File: config.mk
export PLATFORM = sky130hd
export DESIGN_NAME = exponent_align
export DESIGN_NICKNAME = d
export VERILOG_FILES = /design/src/rtl/fpu_align_pkg.sv /design/src/rtl/sticky_shift_step.sv /design/src/rtl/exponent_align.sv
export SDC_FILE = /design/constraint.sdc
export NUM_CORES = 1
export LEC_CHECK = 0
export ABC_CLOCK_PERIOD_IN_PS = 7700
export BUFFER_PORTS_ARGS = -buffer_cell sky130_fd_sc_hd__buf_4
export CAP_MARGIN = 5
export CORE_ASPECT_RATIO = 0.75
export CORE_MARGIN = 2
export CORE_UTILIZATION = 35
export CTS_CLUSTER_SIZE = 8
export DETAILED_ROUTE_END_ITERATION = 10
export PLACE_DENSITY = 0.66
export SLEW_MARGIN = 15
export SYNTH_ARGS = -nofsm -noshare
export SYNTH_HDL_FRONTEND = slang
export SYNTH_SLANG_ARGS = --single-unit
File: constraint.sdc
create_clock -name clk -period 7.7 [get_ports clk]
set_clock_uncertainty 0.05 [all_clocks]
set_input_delay 0.385 -clock clk [delete_from_list [all_inputs] [get_ports clk]]
set_output_delay 0.385 -clock clk [all_outputs]
set_load 0.05 [all_outputs]
File: src/rtl/fpu_align_pkg.sv
// Shared types and constants for the FPU operand-alignment unit.
package fpu_align_pkg;

    typedef enum logic [1:0] {
        IDLE  = 2'd0,
        SHIFT = 2'd1,
        DONE  = 2'd2
    } state_t;

    localparam logic [1:0] DISC_A_GT = 2'b10;
    localparam logic [1:0] DISC_A_LT = 2'b00;
    localparam logic [1:0] DISC_EQ   = 2'b11;

    localparam int unsigned GRS_BITS = 3;

endpackage

File: src/rtl/sticky_shift_step.sv
// One alignment step: right shift by 0..STEP bits, folding every bit lost
// off the bottom into bit 0 so the sticky bit survives iteration.
module sticky_shift_step #(
    parameter int unsigned WIDTH = 27,
    parameter int unsigned STEP  = 4,
    parameter int unsigned AW    = $clog2(STEP + 1)
) (
    input  logic [WIDTH-1:0] data_in,
    input  logic [AW-1:0]    amount,
    output logic [WIDTH-1:0] data_out
);

    logic lost;

    always_comb begin
        lost = 1'b0;
        for (int unsigned i = 0; i < STEP; i++) begin
            if (i < 32'(amount)) begin
                lost = lost | data_in[i];
            end
        end
        data_out    = data_in >> amount;
        data_out[0] = data_out[0] | lost;
    end

endmodule

File: src/rtl/exponent_align.sv
// Handshaked operand alignment: picks the larger-magnitude operand and
// iteratively right-shifts the smaller mantissa with guard/round/sticky.
module exponent_align
    import fpu_align_pkg::*;
#(
    parameter int unsigned EXP_WIDTH  = 8,
    parameter int unsigned MAN_WIDTH  = 24,
    parameter int unsigned SHIFT_STEP = 4
) (
    input  logic                          clk,
    input  logic                          rst,
    input  logic                          in_valid,
    output logic                          in_ready,
    input  logic [EXP_WIDTH-1:0]          exp_a,
    input  logic [EXP_WIDTH-1:0]          exp_b,
    input  logic [MAN_WIDTH-1:0]          man_a,
    input  logic [MAN_WIDTH-1:0]          man_b,
    input  logic                          sign_a,
    input  logic                          sign_b,
    input  logic                          op_sub,
    output logic                          out_valid,
    input  logic                          out_ready,
    output logic [EXP_WIDTH-1:0]          exp_out,
    output logic [EXP_WIDTH-1:0]          exp_diff,
    output logic [1:0]                    exp_disc,
    output logic [MAN_WIDTH-1:0]          man_big,
    output logic [MAN_WIDTH+GRS_BITS-1:0] man_small_aligned,
    output logic                          sign_big,
    output logic                          swap,
    output logic                          eff_sub
);

    localparam int unsigned SR_W = MAN_WIDTH + GRS_BITS;
    localparam int unsigned SAT  = SR_W;
    localparam int unsigned RW   = $clog2(SAT + 1);
    localparam int unsigned KW   = $clog2(SHIFT_STEP + 1);

    state_t                state_q, state_d;
    logic [SR_W-1:0]       sreg_q, sreg_d;
    logic [RW-1:0]         rem_q, rem_d;
    logic [EXP_WIDTH-1:0]  exp_out_q, exp_out_d;
    logic [EXP_WIDTH-1:0]  exp_diff_q, exp_diff_d;
    logic [1:0]            exp_disc_q, exp_disc_d;
    logic [MAN_WIDTH-1:0]  man_big_q, man_big_d;
    logic                  sign_big_q, sign_big_d;
    logic                  swap_q, swap_d;
    logic                  eff_sub_q, eff_sub_d;

    logic                  b_exp_gt;
    logic                  swap_c;
    logic                  sign_b_eff;
    logic [EXP_WIDTH-1:0]  diff_c;
    logic [RW-1:0]         sh_c;
    logic [KW-1:0]         k_c;
    logic [SR_W-1:0]       shifted_c;

    sticky_shift_step #(
        .WIDTH (SR_W),
        .STEP  (SHIFT_STEP),
        .AW    (KW)
    ) u_step (
        .data_in  (sreg_q),
        .amount   (k_c),
        .data_out (shifted_c)
    );

    always_comb begin
        b_exp_gt   = exp_b > exp_a;
        swap_c     = b_exp_gt | ((exp_a == exp_b) & (man_b > man_a));
        sign_b_eff = sign_b ^ op_sub;
        diff_c     = b_exp_gt ? (exp_b - exp_a) : (exp_a - exp_b);
        // Saturate on the full-width difference; never truncate it first.
        if (32'(diff_c) >= SAT) begin
            sh_c = RW'(SAT);
        end else begin
            sh_c = RW'(diff_c);
        end
        if (32'(rem_q) < SHIFT_STEP) begin
            k_c = KW'(rem_q);
        end else begin
            k_c = KW'(SHIFT_STEP);
        end

        state_d    = state_q;
        sreg_d     = sreg_q;
        rem_d      = rem_q;
        exp_out_d  = exp_out_q;
        exp_diff_d = exp_diff_q;
        exp_disc_d = exp_disc_q;
        man_big_d  = man_big_q;
        sign_big_d = sign_big_q;
        swap_d     = swap_q;
        eff_sub_d  = eff_sub_q;

        case (state_q)
            IDLE: begin
                if (in_valid) begin
                    exp_out_d  = b_exp_gt ? exp_b : exp_a;
                    exp_diff_d = diff_c;
                    if (exp_a == exp_b) begin
                        exp_disc_d = DISC_EQ;
                    end else if (b_exp_gt) begin
                        exp_disc_d = DISC_A_LT;
                    end else begin
                        exp_disc_d = DISC_A_GT;
                    end
                    man_big_d  = swap_c ? man_b : man_a;
                    sign_big_d = swap_c ? sign_b_eff : sign_a;
                    swap_d     = swap_c;
                    eff_sub_d  = sign_a ^ sign_b_eff;
                    sreg_d     = {(swap_c ? man_a : man_b), {GRS_BITS{1'b0}}};
                    rem_d      = sh_c;
                    state_d    = (sh_c == '0) ? DONE : SHIFT;
                end
            end
            SHIFT: begin
                sreg_d = shifted_c;
                rem_d  = rem_q - RW'(k_c);
                if (rem_d == '0) begin
                    state_d = DONE;
                end
            end
            DONE: begin
                if (out_ready) begin
                    state_d = IDLE;
                end
            end
            default: state_d = IDLE;
        endcase
    end

    always_ff @(posedge clk or posedge rst) begin
        if (rst) begin
            state_q    <= IDLE;
            sreg_q     <= '0;
            rem_q      <= '0;
            exp_out_q  <= '0;
            exp_diff_q <= '0;
            exp_disc_q <= '0;
            man_big_q  <= '0;
            sign_big_q <= 1'b0;
            swap_q     <= 1'b0;
            eff_sub_q  <= 1'b0;
        end else begin
            state_q    <= state_d;
            sreg_q     <= sreg_d;
            rem_q      <= rem_d;
            exp_out_q  <= exp_out_d;
            exp_diff_q <= exp_diff_d;
            exp_disc_q <= exp_disc_d;
            man_big_q  <= man_big_d;
            sign_big_q <= sign_big_d;
            swap_q     <= swap_d;
            eff_sub_q  <= eff_sub_d;
        end
    end

    assign in_ready          = (state_q == IDLE);
    assign out_valid         = (state_q == DONE);
    assign exp_out           = exp_out_q;
    assign exp_diff          = exp_diff_q;
    assign exp_disc          = exp_disc_q;
    assign man_big           = man_big_q;
    assign man_small_aligned = sreg_q;
    assign sign_big          = sign_big_q;
    assign swap              = swap_q;
    assign eff_sub           = eff_sub_q;

endmodule

**Word level (Yosys, flattened, before mapping)**

Cells that the tools add are included.

- Register bits after elaboration: 79

- Add/subtract/negate cells: 3
- Magnitude comparators: 8
- Shift operators: 1
- Reduce and logical (&&, ||, !) cells: 7
- Eq/ne operators: 6
- Bitwise gates (word level): 8
- Muxes and demuxes: 22

Operators by type and width:

| kind | count |
|---|---|
| case mux 27 bit (2 select lines) | 1 |
| 2-to-1 mux 24 bit | 2 |
| 2-to-1 mux 27 bit | 1 |
| >> shifter 27 x 3 -> 27 bit | 1 |
| > comparator 24 bit | 1 |
| 2-to-1 mux 8 bit | 2 |
| subtractor 8 bit | 2 |
| 2-to-1 mux 2 bit | 6 |
| logical NOT 5 bit | 2 |
| 2-to-1 mux 5 bit | 2 |
| case mux 5 bit (2 select lines) | 1 |
| equality test 8 bit | 1 |
| greater-or-equal comparator 8 x 5 -> 1 bit, second input constant | 1 |
| > comparator 8 bit | 1 |
| < comparator 1 x 3 -> 1 bit, first input constant | 2 |
| < comparator 2 x 3 -> 1 bit, first input constant | 2 |
| case mux 2 bit (3 select lines) | 1 |
| < comparator 5 x 3 -> 1 bit, second input constant | 1 |
| 2-to-1 mux 1 bit | 5 |
| bitwise OR 1 bit | 5 |
| subtractor 5 x 3 -> 5 bit | 1 |
| != test 2 bit, second input constant | 2 |
| AND reduction 2 bit | 2 |
| 2-to-1 mux 3 bit | 1 |
| 8 further kinds | 9 |

**Depth between registers and ports, before layout**

- Word-level depth: 12
- Mapped depth: 13

**By module**

A second synthesis with hierarchy kept.

- Cells, all modules: 698
- Area total of the unflattened synthesis: 6423.7 um2

Modules (own cells, without submodules):

| module | cells each | area each (um2) | instances | sequential area each (um2) |
|---|---|---|---|---|
| exponent_align | 601 | 5504.0 | 1 | 1976.9 |
| sticky_shift_step | 97 | 919.6 | 1 | 0.0 |

**Worst setup path before layout**

No wires, ideal clock.

- Path type: input-to-reg
- From: input port exp_b[0]
- To: register rem_q[1]
- Cell stages on the path: 11
- Data arrival time: 2.578 ns
- Path buffers: 0
- Data required time: 7.510 ns
- Setup time: 0.140 ns
- Slack: 4.932 ns
- Path through: inv_1 > ha_1 > fa_1 > nand2b_1 > a21oi_2 > a311o_2 > nand2_2 > o311ai_1 > o21bai_1 > and4_1 > a31oi_1

- Cells in the longest elaborated chain, start to end: 6
- Elaborated cells between the ends (all ways): 8

RTL lines:

| what | line | RTL |
|---|---|---|
| start, declared | exponent_align.sv:15 | `input logic [EXP_WIDTH-1:0] exp_b,` |
| subtractor 8 bit / > comparator 8 bit (equally long branches) | exponent_align.sv:71, exponent_align.sv:68 |  |
| 2-to-1 mux 8 bit * | exponent_align.sv:71 | `diff_c = b_exp_gt ? (exp_b - exp_a) : (exp_a - exp_b);` |
| greater-or-equal comparator 8 x 5 -> 1 bit | exponent_align.sv:73 | `if (32'(diff_c) >= SAT) begin` |
| 2-to-1 mux 5 bit * | exponent_align.sv:73 |  |
| 2-to-1 mux 5 bit * | exponent_align.sv:97 | `if (in_valid) begin` |
| case mux 5 bit (2 select lines) * | exponent_align.sv:95 | `case (state_q)` |
| end signal, assigned | exponent_align.sv:147 | `rem_q <= rem_d;` |
| end, declared | exponent_align.sv:40 | `logic [RW-1:0] rem_q, rem_d;` |

Mark *: on every way between the ends. The rest lies on a longest branch, timed or not. The select of a mux whose other input is x is not followed.
A chain may end at the register's enable or synchronous reset.

**Worst setup path after layout**

- From: input port exp_a[0]
- To: register sreg_q[12] (netlist: man_small_aligned[12])

- Cells in the longest elaborated chain, start to end: 6
- Elaborated cells between the ends (all ways): 7

RTL lines:

| what | line | RTL |
|---|---|---|
| start, declared | exponent_align.sv:14 | `input logic [EXP_WIDTH-1:0] exp_a,` |
| branches (longest 2 deep; another with > comparator 8 bit) | - |  |
| bitwise OR 1 bit * | exponent_align.sv:69 | `swap_c = b_exp_gt \| ((exp_a == exp_b) & (man_b > man_a));` |
| 2-to-1 mux 24 bit * | exponent_align.sv:111 | `sreg_d = {(swap_c ? man_a : man_b), {GRS_BITS{1'b0}}};` |
| 2-to-1 mux 27 bit * | exponent_align.sv:97 |  |
| case mux 27 bit (2 select lines) * | exponent_align.sv:95 |  |
| end signal, assigned | exponent_align.sv:146 | `sreg_q <= sreg_d;` |
| end, declared | exponent_align.sv:39 | `logic [SR_W-1:0] sreg_q, sreg_d;` |

Mark *: on every way between the ends. The select of a mux whose other input is x is not followed.

==> results.json <==
{
  "utilization_pct": 44.9,
  "multi_input_area_sq_um": 3740,
  "crit_required_ns": 7.87,
  "syn_inst": 702,
  "cts_root_buf": "clkbuf_16",
  "drt-initial-drc-count": 546,
  "ir_drop_mv": 0.188,
  "wl_per_cell_um": 17.2,
  "start_util_pct": 36.1,
  "synth_seq_cells": 79,
  "synth_top_area_cell": "dfrtp_1",
  "drt-pass1-iter-count": 5,
  "critPathLaunchType": "input pin",
  "preCtsSetupSlack_ns": 3.94,
  "dpl-instance-area_sq_um": 7320,
  "syn-cell-area_sq_um": 6140,
  "synthTopCellsByCount": "dfrtp_1, nand2_1, mux2i_1",
  "antenna_found_initial": 0,
  "relSlewSlack_pct": 46.0,
  "stdcell_area_sq_um": 7630,
  "grt_pass1_vias": 5388,
  "period_needed_ns": 3.46,
  "fin_nets": 930,
  "grt_pass1_wl_um": 29500,
  "io_pins": 145,
  "crit_type": "input pin to register",
  "clock_latency_ns": 0.35,
  "syn_avg_cell_area_sq_um": 8.74,
  "cp.arrival_ns": 3.63,
  "ys_async_sr_fraction_pct": 100,
  "min-delay-path-class": "input pin to async pin",
  "rsz0062_at_grt": "no",
  "die_h_um": 119,
  "finalHoldViolCount": 0,
  "critPathBufInv": 2,
  "cp-end-kind": "register",
  "path_cells": "buf_4, ha_1, fa_1, nand2b_1, a21oi_2, a311oi_4, nor2_4, a21o_2, buf_4, mux2i_1, a21oi_1",
  "hold_buffers": 0,
  "tritoncts": "done",
  "crit_family": "compound AO/OA/AOI/OAI gates",
  "totalNegativeSetupSlack_ns": 0,
  "htreeDepth": 3,
  "setup_slack_ns": 4.24,
  "area_growth_pct": 24.3,
  "overflow": 0,
  "fin_crit_sh_pct": 44.9,
  "detail-route-antenna-nets": 0,
  "seq_area_frac_synth_pct": 32.2,
  "n_antenna_cell": 0,
  "finalMaxSlewViolations": 0,
  "crit_fanout": 37,
  "synth_edf_count": 0,
  "cts_setup_buffers": 0,
  "synth_area_leaders": "dfrtp_1, mux2i_1, ha_1",
  "synth_cell_types": 66,
  "timing.hold.ws_ns": 0.151,
  "leakage_nw": 3.63,
  "dieArea_sq_um": 18600,
  "crit_path_frequent_cell": "buf_4",
  "io_buffers": 144,
  "cpPeakStageDelay_ns": 0.60,
  "fill_cells": 1657,
  "drive_gt1_share_pct": 24.6,
  "place.gp.congestion": 0.880,
  "numCtsBuffers": 9,
  "synth_ff_type": "dfrtp_1",
  "die_x_um": 157,
  "critPathSlowestCell": "buf_4",
  "maxCapViolations": 0,
  "reg2reg_slack_ns": 4.95,
  "rows": 41,
  "cts_buffer_depth": 2,
  "viasPerCell": 5.32,
  "cts.clk_slew.worst_paths_ns": 0.06,
  "seqCellArea_sq_um": 1980,
  "wirelength_um": 18200,
  "synth.net_count": 815,
  "fmax_mhz": 289,
  "clock-sinks": 79,
  "ctsResizeCount": 0,
  "p_per_area_nw_per_um2": 441,
  "place.detailed.hpwl_um": 13600,
  "synth.most_common_cell": "dfrtp_1",
  "route.detailed.drc": 0,
  "status": "completed",
  "grt_max_degree": 80,
  "synth_top_area_share_pct": 32.2,
  "setup_viol": 0,
  "num_vias": 5625,
  "worstMarginPinSlew_ns": 0.808,
  "core_sq_um": 17000,
  "ys.warnings.count": 0,
  "grt.total_usage_pct": 20.1
}
-- area by class of cell --
class / count / share of cell area [%]
clock inverter: 6 / 0.886
tap: 236 / 3.87
multi-input combinational: 533 / 49.1
timing repair buffer: 153 / 15.1
inverter: 41 / 2.03
clock buffer: 10 / 3.13
sequential: 79 / 25.9
-- registers in the layout (all words and copies together), names as in the netlist --
| name | flops |
|---|---|
| eff_sub | 1 |
| rem_q | 5 |
| exp_out | 8 |
| state_q | 2 |
| man_small_aligned | 27 |
| sign_big | 1 |
| swap | 1 |
| man_big | 24 |
| exp_diff | 8 |
| exp_disc | 2 |
-- layer usage --
metal	track usage, %	wire, um	vias to the layer above
li1	-	-	2756
met1	31.7	9350	2642
met2	26.5	7190	205
met3	5.17	1470	22
met4	4.99	234	0
met5	0	0	-
-- final timing paths --
check,from,to,depth (start not counted)
max,exp_a[0],man_small_aligned[12],11
min,rst,exp_out[4],3
max reg2reg,rem_q[2],man_small_aligned[20],9
min reg2reg,exp_diff[6],exp_diff[6],2
max in group asynchronous,rst,exp_out[2],3
min in group clk,sign_a,eff_sub,3
-- cells by family after synthesis --
kind of cell	count (synthesis)	synth area share (%)
other	1	0.0611
adders and majority gates	42	8.81
muxes	91	15.9
xor gates and xnor gates	8	1.26
buffers and inverters	90	6.83
DFF	79	32.2
and+or+nand+nor	181	13.8
AOI/OAI and AO/OA	210	21.1
-- cell usage in the layout, fill, tap and decap left out, drive strengths merged, types with 7 or more instances in the layout --
cell | synthesis | final
buf | 18 | 153
dfrtp | 79 | 79
nand2 | 77 | 77
mux2i | 73 | 73
o21ai | 69 | 69
a21oi | 64 | 64
nor2 | 45 | 45
inv | 41 | 42
ha | 40 | 40
o22ai | 19 | 19
mux2 | 14 | 14
a211oi | 14 | 14
clkbuf | 31 | 10
nand3 | 9 | 9
nand4 | 8 | 8
a21o | 8 | 8
nand2b | 7 | 7
nor2b | 7 | 7
nor3 | 7 | 7
-- report_power, final --
| group | switching (W) | total (W) | internal (W) |
|---|---|---|---|
| clock | 0.000187 | 0.000449 | 0.000262 |
| combinational | 0.00138 | 0.00208 | 0.000700 |
| sequential | 0.000215 | 0.000837 | 0.000622 |
-- worst min-delay path, delay by kind of cell --
kind / cells / cell delay (ns)
buffers and inverters: 3 / 0.68
-- per-stage QoR --
step	total power, W	instances
global placement	0.00291	1042
detailed placement	0.00292	1042
global route	0.00360	1058
finish	0.00337	1058
floorplan	0.00232	702
CTS	0.00338	1058
(Power assumes the default switching activity.)
